## src/rtl/fpga_cfg_pkg.sv

```systemverilog
// Shared types and defaults for the configuration bitstream loader.
package fpga_cfg_pkg;

  localparam int unsigned LEN_W = 16;

  localparam logic [7:0] MAGIC_DEFAULT    = 8'hA5;
  localparam logic [7:0] CRC_POLY_DEFAULT = 8'h07;

  typedef enum logic [2:0] {
    IDLE,
    LEN_HI,
    LEN_LO,
    LOAD,
    SHIFT,
    CRC,
    LATCH
  } state_t;

endpackage

```

## src/rtl/cfg_crc8.sv

```systemverilog
// Combinational CRC-8 step: MSB-first, no reflection, one byte per call.
module cfg_crc8 (
  input  logic [7:0] crc_in,
  input  logic [7:0] byte_in,
  input  logic [7:0] poly,
  output logic [7:0] crc_out
);

  logic [7:0] c;

  always_comb begin
    c = crc_in ^ byte_in;
    for (int unsigned i = 0; i < 8; i++) begin
      c = c[7] ? ((c << 1) ^ poly) : (c << 1);
    end
    crc_out = c;
  end

endmodule

```

## src/rtl/fpga_cfg_loader.sv

```systemverilog
// Framed byte-stream receiver that CRC-checks and bit-serially shifts the
// payload into the fabric configuration chain, pulsing a commit on success.
module fpga_cfg_loader
  import fpga_cfg_pkg::*;
#(
  parameter logic [7:0] MAGIC    = MAGIC_DEFAULT,
  parameter logic [7:0] CRC_POLY = CRC_POLY_DEFAULT
) (
  input  logic       clk,
  input  logic       rst,
  input  logic [7:0] in_data,
  input  logic       in_valid,
  output logic       in_ready,
  output logic       cfg_data,
  output logic       cfg_en,
  output logic       cfg_latch,
  output logic       busy,
  output logic       done,
  output logic       err
);

  state_t             state, state_n;
  logic [LEN_W-1:0]   rem, rem_n;
  logic [2:0]         bit_cnt, bit_cnt_n;
  logic [7:0]         shreg, shreg_n;
  logic [7:0]         crc, crc_n, crc_calc;
  logic               done_n, err_n;
  logic               xfer;
  logic               ready_n, en_n, data_n, latch_n, busy_n;

  cfg_crc8 u_crc (
    .crc_in  (crc),
    .byte_in (in_data),
    .poly    (CRC_POLY),
    .crc_out (crc_calc)
  );

  assign xfer = in_valid && in_ready;

  always_comb begin
    state_n   = state;
    rem_n     = rem;
    bit_cnt_n = bit_cnt;
    shreg_n   = shreg;
    crc_n     = crc;
    done_n    = done;
    err_n     = err;

    case (state)
      IDLE: begin
        if (xfer && in_data == MAGIC) begin
          state_n = LEN_HI;
          done_n  = 1'b0;
          err_n   = 1'b0;
          crc_n   = '0;
          rem_n   = '0;
        end
      end
      LEN_HI: begin
        if (xfer) begin
          rem_n[15:8] = in_data;
          state_n     = LEN_LO;
        end
      end
      LEN_LO: begin
        if (xfer) begin
          rem_n[7:0] = in_data;
          state_n    = ({rem[15:8], in_data} != '0) ? LOAD : CRC;
        end
      end
      LOAD: begin
        if (xfer) begin
          shreg_n   = in_data;
          crc_n     = crc_calc;
          rem_n     = rem - 16'd1;
          bit_cnt_n = '0;
          state_n   = SHIFT;
        end
      end
      SHIFT: begin
        shreg_n   = shreg >> 1;
        bit_cnt_n = bit_cnt + 3'd1;
        if (bit_cnt == 3'd7) begin
          state_n = (rem != '0) ? LOAD : CRC;
        end
      end
      CRC: begin
        if (xfer) begin
          if (in_data == crc) begin
            state_n = LATCH;
          end else begin
            err_n   = 1'b1;
            state_n = IDLE;
          end
        end
      end
      LATCH: begin
        done_n  = 1'b1;
        state_n = IDLE;
      end
      default: state_n = IDLE;
    endcase

    // Outputs are registered from the next state so they line up with it.
    ready_n = (state_n inside {IDLE, LEN_HI, LEN_LO, LOAD, CRC});
    en_n    = (state_n == SHIFT);
    data_n  = en_n & shreg_n[0];
    latch_n = (state_n == LATCH);
    busy_n  = (state_n != IDLE);
  end

  always_ff @(posedge clk) begin
    if (rst) begin
      state     <= IDLE;
      rem       <= '0;
      bit_cnt   <= '0;
      shreg     <= '0;
      crc       <= '0;
      done      <= 1'b0;
      err       <= 1'b0;
      in_ready  <= 1'b1;
      cfg_en    <= 1'b0;
      cfg_data  <= 1'b0;
      cfg_latch <= 1'b0;
      busy      <= 1'b0;
    end else begin
      state     <= state_n;
      rem       <= rem_n;
      bit_cnt   <= bit_cnt_n;
      shreg     <= shreg_n;
      crc       <= crc_n;
      done      <= done_n;
      err       <= err_n;
      in_ready  <= ready_n;
      cfg_en    <= en_n;
      cfg_data  <= data_n;
      cfg_latch <= latch_n;
      busy      <= busy_n;
    end
  end

endmodule

```

## config.mk

```make
export PLATFORM = sky130hd
export DESIGN_NAME = fpga_cfg_loader
export DESIGN_NICKNAME = d
export VERILOG_FILES = /design/src/rtl/fpga_cfg_pkg.sv /design/src/rtl/cfg_crc8.sv /design/src/rtl/fpga_cfg_loader.sv
export SDC_FILE = /design/constraint.sdc
export NUM_CORES = 1
export LEC_CHECK = 0
export CELL_PAD_IN_SITES_DETAIL_PLACEMENT = 0
export CELL_PAD_IN_SITES_GLOBAL_PLACEMENT = 1
export CORE_MARGIN = 1.5
export CORE_UTILIZATION = 46
export CTS_CLUSTER_SIZE = 24
export DETAILED_ROUTE_END_ITERATION = 7
export GPL_TIMING_DRIVEN = 0
export PLACE_DENSITY_LB_ADDON = 0.08
export SETUP_SLACK_MARGIN = 0.5
export SYNTH_ARGS = -nofsm -noshare
export SYNTH_HDL_FRONTEND = slang
export SYNTH_SLANG_ARGS = --single-unit
```

## constraint.sdc

```tcl
create_clock -name clk -period 3.2 [get_ports clk]
set_input_delay 0.48 -clock clk [delete_from_list [all_inputs] [get_ports clk]]
set_output_delay 0.48 -clock clk [all_outputs]
set_load 0.05 [all_outputs]
```

==> impl_metrics.py, run 1 <==
metrics = {
    "route": {
        "met1_length_um": 3210,
        "drc": 0,
        "ant_nets": 0,
        "routedWlPerCell_um": 17.2,
        "wirelength_um": 7180,
        "top_layer": "met4",
        "avgViaCountPerCell": 5.83,
        "routed-wl-met2_um": 3430,
        "dr_total_vias": 2431,
        "wl_met3_um": 438,
        "firstDrtPassIters": 4,
        "drt-initial-drc-count": 197,
    },
    "sta": {
        "slew_headroom": 0.353,
        "timing.fmax_mhz": 390,
        "period_share": 0.801,
        "min_period_ns": 2.56,
        "finalHoldViolCount": 0,
        "tightest_slew_ns": 0.969,
        "hold_slack_ns": 0.462,
        "drv_slew": 0,
        "worst_slack_ns": 0.637,
        "finClkSkew_ns": 0.00594,
        "rsz0062_at_grt": "no",
        "setup_viol": 0,
    },
    "critical_path": {
        "critPathMaxFanout": 8,
        "cp.arrival_ns": 2.77,
        "rr_worst_depth": 8,
        "cp.required_ns": 3.40,
        "crit_path_start_kind": "input port",
        "worst_setup_path_end_kind": "flip-flop",
        "path_class": "input port to flip-flop",
    },
    "synthesis": {
        "ys_ff_latch": 45,
        "yosysTopAreaCell": "dfxtp_1",
        "syn_inst": 321,
        "syn_nets": 338,
        "synth_seq_area_share": 0.345,
        "post_synth.cell_area_avg_um2": 8.13,
        "ys_types": 54,
        "synth_most_common_cell": "dfxtp_1",
        "synthArstFlopShare": 0,
        "synth-edff-count": 0,
        "yosysTopAreaCellShare": 0.345,
        "ys_warn_count": 0,
        "netlist_top_cells_area": "dfxtp_1 35%, a21oi_1 6.5%, nand2_1 5.0%",
        "syn_area_um2": 2610,
        "yosys-top-cells-count": "45 x dfxtp_1, 35 x nand2_1, 34 x a21oi_1",
        "yosys_most_used_dff": "dfxtp_1",
    },
    "cells_and_area": {
        "nNetsFinal": 361,
        "final_util": 0.547,
        "area_growth_pct": 14.8,
        "design_area_um2": 2990,
        "antenna_cells": 0,
        "drive_gt1_frac": 0.0812,
    },
    "global_routing": {
        "grt_usage": 0.252,
        "grt-ovfl-total": 0,
        "antenna_found_initial": 0,
        "grt_pass1_vias": 2342,
        "grt_max_degree": 16,
        "grt_pass1_wl_um": 12000,
    },
    "power": {
        "clock_power_share": 0.404,
        "pwr-share-seq": 0.512,
        "finalPower_w": 0.00109,
        "power_frac_comb": 0.083,
        "p_int_w": 0.000829,
        "p_leak_nw": 1.05,
        "switchingPower_w": 0.000264,
        "peakVddDrop_mv": 0.250,
        "swShare": 0.242,
        "p_per_area_nw_per_um2": 365,
    },
    "run": {
        "drv_cap": 0,
    },
    "min_path": {
        "whs_path_depth": 2,
        "hp-class": "flip-flop to flip-flop",
    },
    "floorplanning": {
        "die_area_um2": 6130,
        "io_pins": 18,
        "initial_core_util": 0.477,
        "die_w_um": 78.3,
        "rows": 27,
        "die_y_um": 78.3,
        "coreArea_um2": 5470,
    },
    "cts": {
        "hold_buffers": 0,
        "path_clk_slew_ns": 0.09,
        "clock-sinks": 45,
        "clock_path_buffers": 2,
        "htree_levels": 2,
        "cts_tree": "done",
        "cts_root_buffer": "clkbuf_8",
        "cts_inserted_buffers": 5,
        "clk-insertion-delay-late_ns": 0.30,
    },
    "place": {
        "place_area_um2": 2850,
        "gp_congestion": 0.835,
        "pre_cts_ws_ns": 0.00655,
        "hpwlAfterDp_um": 5090,
        "io_buffer_count": 15,
    },
    "status": {
        "status": "finished, final reports clean",
    },
}
-- logic make-up (layout without fill, tap and decap cells) --
| kind of cell | count (synthesis) | after routing | synth area share |
|---|---|---|---|
| AOI/OAI and AO/OA | 96 | 96 | 0.237 |
| xor gates and xnor gates | 22 | 22 | 0.0796 |
| adders and majority gates | 6 | 6 | 0.0288 |
| buffers and inverters | 29 | 53 | 0.0460 |
| DFF | 45 | 45 | 0.345 |
| muxes | 1 | 1 | 0.00384 |
| and+or+nand+nor | 122 | 122 | 0.259 |
-- power groups by stage --
| stage | Clock (W) | Combinational [W] | Sequential [W] |
|---|---|---|---|
| 2_1_floorplan | 0 | 0.0000534 | 0.000573 |
| 3_3_place_gp | 0 | 0.0000900 | 0.000573 |
| 4_1_cts | 0.000457 | 0.0000895 | 0.000560 |
| 5_1_grt | 0.000476 | 0.0000981 | 0.000560 |
| 3_5_place_dp | 0 | 0.0000886 | 0.000573 |
| 6_report | 0.000442 | 0.0000910 | 0.000560 |
-- registers in the layout, summed over array words and instances (netlist names), 3 cells and up --
| signal | flops |
|---|---|
| state | 3 |
| bit_cnt | 3 |
| rem | 16 |
| crc | 8 |
| shreg | 8 |
-- cell usage in the layout (no fill, tap or decap), drive strengths merged, types with 2 or more instances in the layout --
cell type,netlist,final
a22oi,6,6
xor2,7,7
nor2b,4,4
nand2b,4,4
nor3,13,13
or4,3,3
xnor2,14,14
dfxtp,45,45
ha,6,6
o32ai,2,2
nor2,19,19
buf,3,4
a211oi,2,2
clkdlybuf4s50,0,14
nand3b,4,4
inv,12,12
nand3,15,15
o41ai,2,2
nor3b,5,5
nor4b,2,2
o31a,2,2
a221oi,2,2
a32o,4,4
nand2,35,35
o2111ai,2,2
and3,2,2
o31ai,2,2
o21ai,22,22
nor4,5,5
a21oi,36,36
o21a,2,2
a31oi,4,4
nand4,2,2
or3,3,3
o211ai,4,4
and4b,2,2
a211o,3,3
clkbuf,14,19
-- metal layers --
| metal | GRT usage | vias up |
|---|---|---|
| li1 | - | 1222 |
| met1 | 0.332 | 1127 |
| met2 | 0.426 | 71 |
| met3 | 0.0430 | 11 |
| met4 | 0.0679 | 0 |
| met5 | 0 | - |
-- worst max-delay path, cell delays in order --
cell and delay [ns]:
clkdlybuf4s50_1 0.62, or4_4 0.66, nor3_1 0.26, o21a_1 0.32, o21ai_0 0.15, a32o_1 0.27
-- repair_timing --
action,4_1_cts,5_1_grt
setup endpoints to repair,5,5
resized for setup,1,4
pin swaps,0,1
buffers inserted,0,1
-- final cells by class --
| cell class | instances | area, um2 |
|---|---|---|
| plain buffers | 17 | 75.1 |
| clock buffers | 5 | 68.8 |
| clock inverters | 3 | 46.3 |
| fillers | 558 | 2480 |
| inverters | 12 | 45.0 |
| multi-input cells | 247 | 1610 |
| flip-flops and latches | 45 | 901 |
| well taps | 72 | 90.1 |
| repair buffers | 16 | 160 |
-- metrics by stage --
| stage | cells | setup TNS, ns |
|---|---|---|
| CTS | 416 | 0 |
| floorplan | 321 | 0 |
| global route | 417 | 0 |
| global placement | 408 | -0.00109 |
| detailed placement | 408 | 0 |
| finish | 417 | 0 |
-- worst paths after layout --
path	start	endpoint	slack, ns
hold / removal	shreg[1]	shreg[1]	0.46
setup reg to reg	rem[0]	in_ready	0.87
setup / recovery	in_data[1]	rem[15]	0.64
hold reg to reg	shreg[1]	shreg[1]	0.46
No activity file was read; power rests on OpenSTA's default activity.
==> run 2, diff against run 1 <==
--- a/config.mk
+++ b/config.mk
@@ -8,7 +8,7 @@
 export CELL_PAD_IN_SITES_DETAIL_PLACEMENT = 0
 export CELL_PAD_IN_SITES_GLOBAL_PLACEMENT = 1
 export CORE_MARGIN = 1.5
-export CORE_UTILIZATION = 46
+export CORE_UTILIZATION = 40
 export CTS_CLUSTER_SIZE = 24
 export DETAILED_ROUTE_END_ITERATION = 7
 export GPL_TIMING_DRIVEN = 0
==> constraint.sdc (replaced) <==
create_clock -name clk -period 2.35 [get_ports clk]
set_input_delay 0.3525 -clock clk [delete_from_list [all_inputs] [get_ports clk]]
set_output_delay 0.3525 -clock clk [all_outputs]
set_load 0.05 [all_outputs]
==> run 2 against run 1 <==
Critical path depth is the same. Combinational power is 58% higher. Global-route usage down 1.7 points. First-iteration DRC count down 11%. Flip-flop and latch count unchanged. Total power is 41% higher. Sequential power is 36% higher. Design area increased by 17%. Cell count is 8.2% higher. Utilization is 0.58 points higher. Clock skew is 0.0010 ns higher. Sequential share of layout area is 3.7 points lower. Largest power group unchanged.
==> impl_metrics.py, run 2 (synthesis gave the netlist of run 1 again) <==
metrics = {
    "status": {
        "status": "finished, final reports clean",
    },
    "route": {
        "wirelength_um": 8120,
        "drt-initial-drc-count": 176,
        "firstDrtPassIters": 5,
        "dr_total_vias": 2617,
        "drc": 0,
        "ant_nets": 0,
        "routedWlPerCell_um": 18.0,
        "avgViaCountPerCell": 5.80,
    },
    "critical_path": {
        "regToRegSetupSlack_ns": 0.48,
        "crit_path_start_kind": "flip-flop",
        "cp.arrival_ns": 2.08,
        "path_class": "flip-flop to flip-flop",
        "worst_setup_path_end_kind": "flip-flop",
        "cp.required_ns": 2.56,
        "critPathMaxFanout": 10,
    },
    "floorplanning": {
        "io_pins": 18,
        "die_y_um": 83.8,
        "initial_core_util": 0.413,
        "rows": 29,
        "die_w_um": 83.8,
        "die_area_um2": 7020,
        "coreArea_um2": 6310,
    },
    "sta": {
        "drv_slew": 0,
        "setup-tns-final_ns": 0,
        "finalHoldViolCount": 0,
        "setup_viol": 0,
        "rsz0062_at_grt": "yes",
        "finClkSkew_ns": 0.00694,
        "worst_slack_ns": 0.484,
        "hold_slack_ns": 0.382,
        "slew_headroom": 0.596,
        "period_share": 0.794,
        "tightest_slew_ns": 0.607,
        "timing.fmax_mhz": 536,
        "min_period_ns": 1.87,
    },
    "cells_and_area": {
        "largest_register_ffs": 16,
        "area_growth_pct": 33.8,
        "antenna_cells": 0,
        "final_util": 0.553,
        "fillerInstances": 607,
        "regMostFlops": "rem",
        "nNetsFinal": 390,
        "final_cell_mix": "34 x nand2_1, 34 x a21oi_1, 34 x dfxtp_1, 28 x buf_4, 18 x nor2_1",
        "top_regs": "rem x16, crc x8, shreg x8",
        "drive_gt1_frac": 0.299,
    },
    "cts": {
        "cts_tree": "done",
        "path_clk_slew_ns": 0.10,
        "cts_inserted_buffers": 5,
        "hold_buffers": 0,
        "clock-sinks": 45,
        "clk-insertion-delay-late_ns": 0.32,
        "cts_root_buffer": "clkbuf_8",
        "clock_path_buffers": 2,
        "htree_levels": 2,
    },
    "power": {
        "p_per_area_nw_per_um2": 441,
        "pwr-share-seq": 0.493,
        "power_frac_comb": 0.094,
        "clock_power_share": 0.413,
        "p_leak_nw": 1.33,
        "swShare": 0.257,
        "p_int_w": 0.00114,
        "switchingPower_w": 0.000396,
        "peakVddDrop_mv": 0.318,
        "finalPower_w": 0.00154,
    },
    "min_path": {
        "hp-class": "input port to flip-flop",
    },
    "run": {
        "drv_cap": 0,
    },
    "global_routing": {
        "grt_usage": 0.235,
        "grt-ovfl-total": 0,
        "grt_pass1_wl_um": 12900,
        "grt_max_degree": 17,
        "grt_pass1_vias": 2471,
        "antenna_found_initial": 0,
    },
    "place": {
        "pre_cts_ws_ns": -0.478,
        "io_buffer_count": 15,
        "gp_congestion": 0.853,
        "hpwlAfterDp_um": 5350,
    },
}
## run 2: changes by cell type in the layout (fill, tap and decap cells not counted), sizes merged
cell,delta
dlygate4sd2,+2
clkdlybuf4s15,+2
clkbuf,+1
clkinv,-1
clkdlybuf4s50,-10
dlymetal6s2s,+1
buf,+33
clkinvlp,-1
inv,+2
## run 2: worst paths after layout
| path | startpoint | to | cells past startpoint |
|---|---|---|---|
| setup / recovery | state[2] | in_ready | 6 |
| hold / removal | in_data[4] | shreg[4] | 3 |
| setup reg to reg | state[2] | in_ready | 6 |
| hold reg to reg | shreg[5] | shreg[5] | 2 |
## run 2: repair_timing
action                     4_1_cts  5_1_grt
buffers inserted                18       11
pin swaps                       15       15
gates cloned                     0        1
setup endpoints to repair       42       33
resized for setup               71       44
## run 2: through the flow
step                      cell area [um2]  std cells
after floorplan                      2620        321
after global placement               2860        413
after detailed placement             2860        413
after CTS                            3280        439
after global routing                 3490        451
final                                3490        451
## run 2: power by group through the flow
stage	Sequential, W	Clock, W	Combinational, W
finish	0.000759	0.000635	0.000144
global route	0.000759	0.000680	0.000155
CTS	0.000760	0.000649	0.000135
detailed placement	0.000780	0	0.000122
global placement	0.000780	0	0.000123
floorplan	0.000780	0	0.0000727
## run 2: layout make-up
| class | instances | area (um2) | area share |
|---|---|---|---|
| Buffer | 17 | 91.3 | 0.0262 |
| Clock buffer | 5 | 68.8 | 0.0197 |
| Clock inverter | 3 | 47.5 | 0.0136 |
| Inverter | 12 | 50.0 | 0.0143 |
| Multi-Input combinational cell | 247 | 1830 | 0.523 |
| Sequential cell | 45 | 922 | 0.264 |
| Tap cell | 77 | 96.3 | 0.0276 |
| Timing Repair Buffer | 45 | 389 | 0.111 |
## run 2: metal layers
layer  track usage  vias up  part of all wire
met5             0        -                 0
met4        0.0760        0             0.016
met3        0.0366       11             0.047
met2         0.397       65              0.49
met1         0.308     1264              0.45
li1              -     1277                 -
## run 2: worst max-delay path: stages, from the launching register on
cell and delay, ns:
dfxtp_1 0.34, clkbuf_2 0.19, nand2b_1 0.24, nor2_1 0.34
o31a_1 0.25, nor3b_4 0.07, a211o_2 0.34
==> run 3, diff against run 2 <==
--- a/config.mk
+++ b/config.mk
@@ -8,7 +8,7 @@
 export CELL_PAD_IN_SITES_DETAIL_PLACEMENT = 0
 export CELL_PAD_IN_SITES_GLOBAL_PLACEMENT = 1
 export CORE_MARGIN = 1.5
-export CORE_UTILIZATION = 40
+export CORE_UTILIZATION = 44
 export CTS_CLUSTER_SIZE = 24
 export DETAILED_ROUTE_END_ITERATION = 7
 export GPL_TIMING_DRIVEN = 0
==> constraint.sdc (replaced) <==
create_clock -name clk -period 1.8 [get_ports clk]
set_input_delay 0.27 -clock clk [delete_from_list [all_inputs] [get_ports clk]]
set_output_delay 0.27 -clock clk [all_outputs]
set_load 0.05 [all_outputs]
==> run 3 against run 2 <==
The flow now finishes with violations (negative setup slack). Global-route usage is 6.0 points higher. Flip-flop and latch count stayed put. Register-to-register slack worse by 0.59 ns. Via count increased by 11%. Clock power rose by 30%. Clock skew grew 0.0038 ns. Cell count rose by 5.3%. Combinational power rose by 57%. Critical path type unchanged. Critical endpoint is now cfg_data. Largest power group unchanged. Highest routed layer unchanged.
==> impl_metrics.py, run 3 (synthesis gave the netlist of run 1 again) <==
metrics = {
    "place": {
        "gp_congestion": 0.857,
        "pre_cts_ws_ns": -0.870,
        "hpwlAfterDp_um": 5340,
        "io_buffer_count": 15,
    },
    "route": {
        "drt-initial-drc-count": 253,
        "avgViaCountPerCell": 6.14,
        "top_layer": "met4",
        "wirelength_um": 9720,
        "drc": 0,
        "routedWlPerCell_um": 20.5,
        "routed-wl-met2_um": 4970,
        "dr_total_vias": 2916,
        "ant_nets": 0,
        "met1_length_um": 3910,
        "wl_met3_um": 560,
        "firstDrtPassIters": 5,
    },
    "floorplanning": {
        "coreArea_um2": 5610,
        "rows": 27,
        "initial_core_util": 0.465,
        "die_w_um": 80,
        "io_pins": 18,
        "die_area_um2": 6400,
        "die_y_um": 80,
    },
    "cells_and_area": {
        "drive_gt1_frac": 0.519,
        "layout_commonest_cell": "buf_4",
        "final_cell_mix": "42 x buf_4, 33 x nand2_1, 29 x a21oi_1, 28 x dfxtp_1, 18 x buf_6",
        "regMostFlops": "rem",
        "antenna_cells": 0,
        "largest_register_ffs": 16,
        "top_regs": "rem x16, crc x8, shreg x8",
        "nNetsFinal": 419,
        "area_growth_pct": 63.4,
    },
    "sta": {
        "timing.fmax_mhz": 525,
        "setup_viol": 9,
        "worst_slack_ns": -0.106,
        "period_share": 1.06,
        "min_period_ns": 1.91,
        "drv_slew": 0,
        "rsz0062_at_grt": "yes",
        "finalHoldViolCount": 0,
        "hold_slack_ns": 0.264,
        "slew_headroom": 0.581,
        "tightest_slew_ns": 0.629,
        "finClkSkew_ns": 0.0108,
    },
    "global_routing": {
        "grt_usage": 0.295,
        "antenna_found_initial": 0,
        "grt_pass1_vias": 2877,
        "grt-ovfl-total": 0,
        "grt_pass1_wl_um": 14500,
        "grt_max_degree": 17,
    },
    "cts": {
        "cts_inserted_buffers": 5,
        "cts_tree": "done",
        "clock_path_buffers": 2,
        "clk-insertion-delay-late_ns": 0.31,
        "htree_levels": 2,
        "cts_root_buffer": "clkbuf_8",
        "clock-sinks": 45,
        "hold_buffers": 0,
        "path_clk_slew_ns": 0.10,
    },
    "critical_path": {
        "r2r-start": "rem[11]",
        "crit_chain": "or3_4 -> nand4b_4 -> buf_6 -> o211ai_1 -> nor3b_4 -> nor4b_2",
        "cp.arrival_ns": 2.13,
        "rr_worst_depth": 6,
        "cp.required_ns": 2.03,
        "r2r_end": "cfg_data",
        "worstSetupEndpoint": "cfg_data",
        "crit_start": "rem[11]",
        "crit_path_start_kind": "flip-flop",
        "max_stage_delay_ns": 0.40,
        "critPathMaxFanout": 5,
        "regToRegSetupSlack_ns": -0.11,
        "worst_setup_path_end_kind": "flip-flop",
        "crit_slowest_cell": "or3_4",
        "path_class": "flip-flop to flip-flop",
    },
    "status": {
        "status": "finished with violations",
        "violations": "negative setup slack",
    },
    "run": {
        "drv_cap": 0,
    },
    "min_path": {
        "hp-class": "input port to flip-flop",
        "whs_path_depth": 3,
    },
    "power": {
        "p_leak_nw": 1.56,
        "p_per_area_nw_per_um2": 479,
        "finalPower_w": 0.00204,
        "peakVddDrop_mv": 0.335,
    },
}
[run 3: cell type report]
class	instances	area [um2]
Multi-Input combinational cell	247	2180
Fill cell	390	1350
Sequential cell	45	935
Timing Repair Buffer	74	687
Buffer	17	208
Tap cell	72	90.1
Clock buffer	5	68.8
Inverter	12	50.0
Clock inverter	3	47.5
[run 3: metrics by stage]
step,cell area [um2],instances,utilization,setup TNS (ns)
6_report,4260,475,0.760,-0.481
3_5_place_dp,3060,408,0.545,-21.81
3_3_place_gp,3060,408,0.545,-21.61
2_1_floorplan,2820,321,-,0
4_1_cts,3960,462,0.707,-0.127
5_1_grt,4260,475,0.760,-1.06
[run 3: per-layer routing]
| layer | up-vias | track usage |
|---|---|---|
| li1 | 1339 | - |
| met1 | 1421 | 0.367 |
| met2 | 125 | 0.511 |
| met3 | 31 | 0.0446 |
| met5 | - | 0 |
| met4 | 0 | 0.112 |
[run 3: repair_timing]
item | CTS | global route
resized for setup | 175 | 46
setup buffers | 46 | 12
cloned | 0 | 1
setup endpoints to repair | 52 | 45
pin swaps | 39 | 24
[run 3: worst max-delay path: cells and delay by family (launching register included)]
| kind | cells | cell delay, ns |
|---|---|---|
| buffers and inverters | 1 | 0.15 |
| DFF | 1 | 0.34 |
| AOI/OAI and AO/OA | 1 | 0.19 |
| and+or+nand+nor | 4 | 1.13 |
[run 3: worst min path at each step]
| stage | endpoint | start | slack [ns] |
|---|---|---|---|
| 2_1_floorplan | shreg[7] | in_data[7] | 0.41 |
| 4_1_cts | shreg[3] | in_data[3] | 0.26 |
| 3_5_place_dp | shreg[1] | shreg[1] | 0.45 |
| 5_1_grt | shreg[3] | in_data[3] | 0.28 |
| 6_report | shreg[3] | in_data[3] | 0.26 |
| 3_3_place_gp | shreg[5] | shreg[5] | 0.45 |
[run 3: report_power, final]
part	switching (W)	total (W)	internal, W
clock	0.000404	0.000828	0.000425
sequential	0.000000681	0.000988	0.000987
combinational	0.000129	0.000226	0.0000974
total	0.000533	0.00204	0.00151
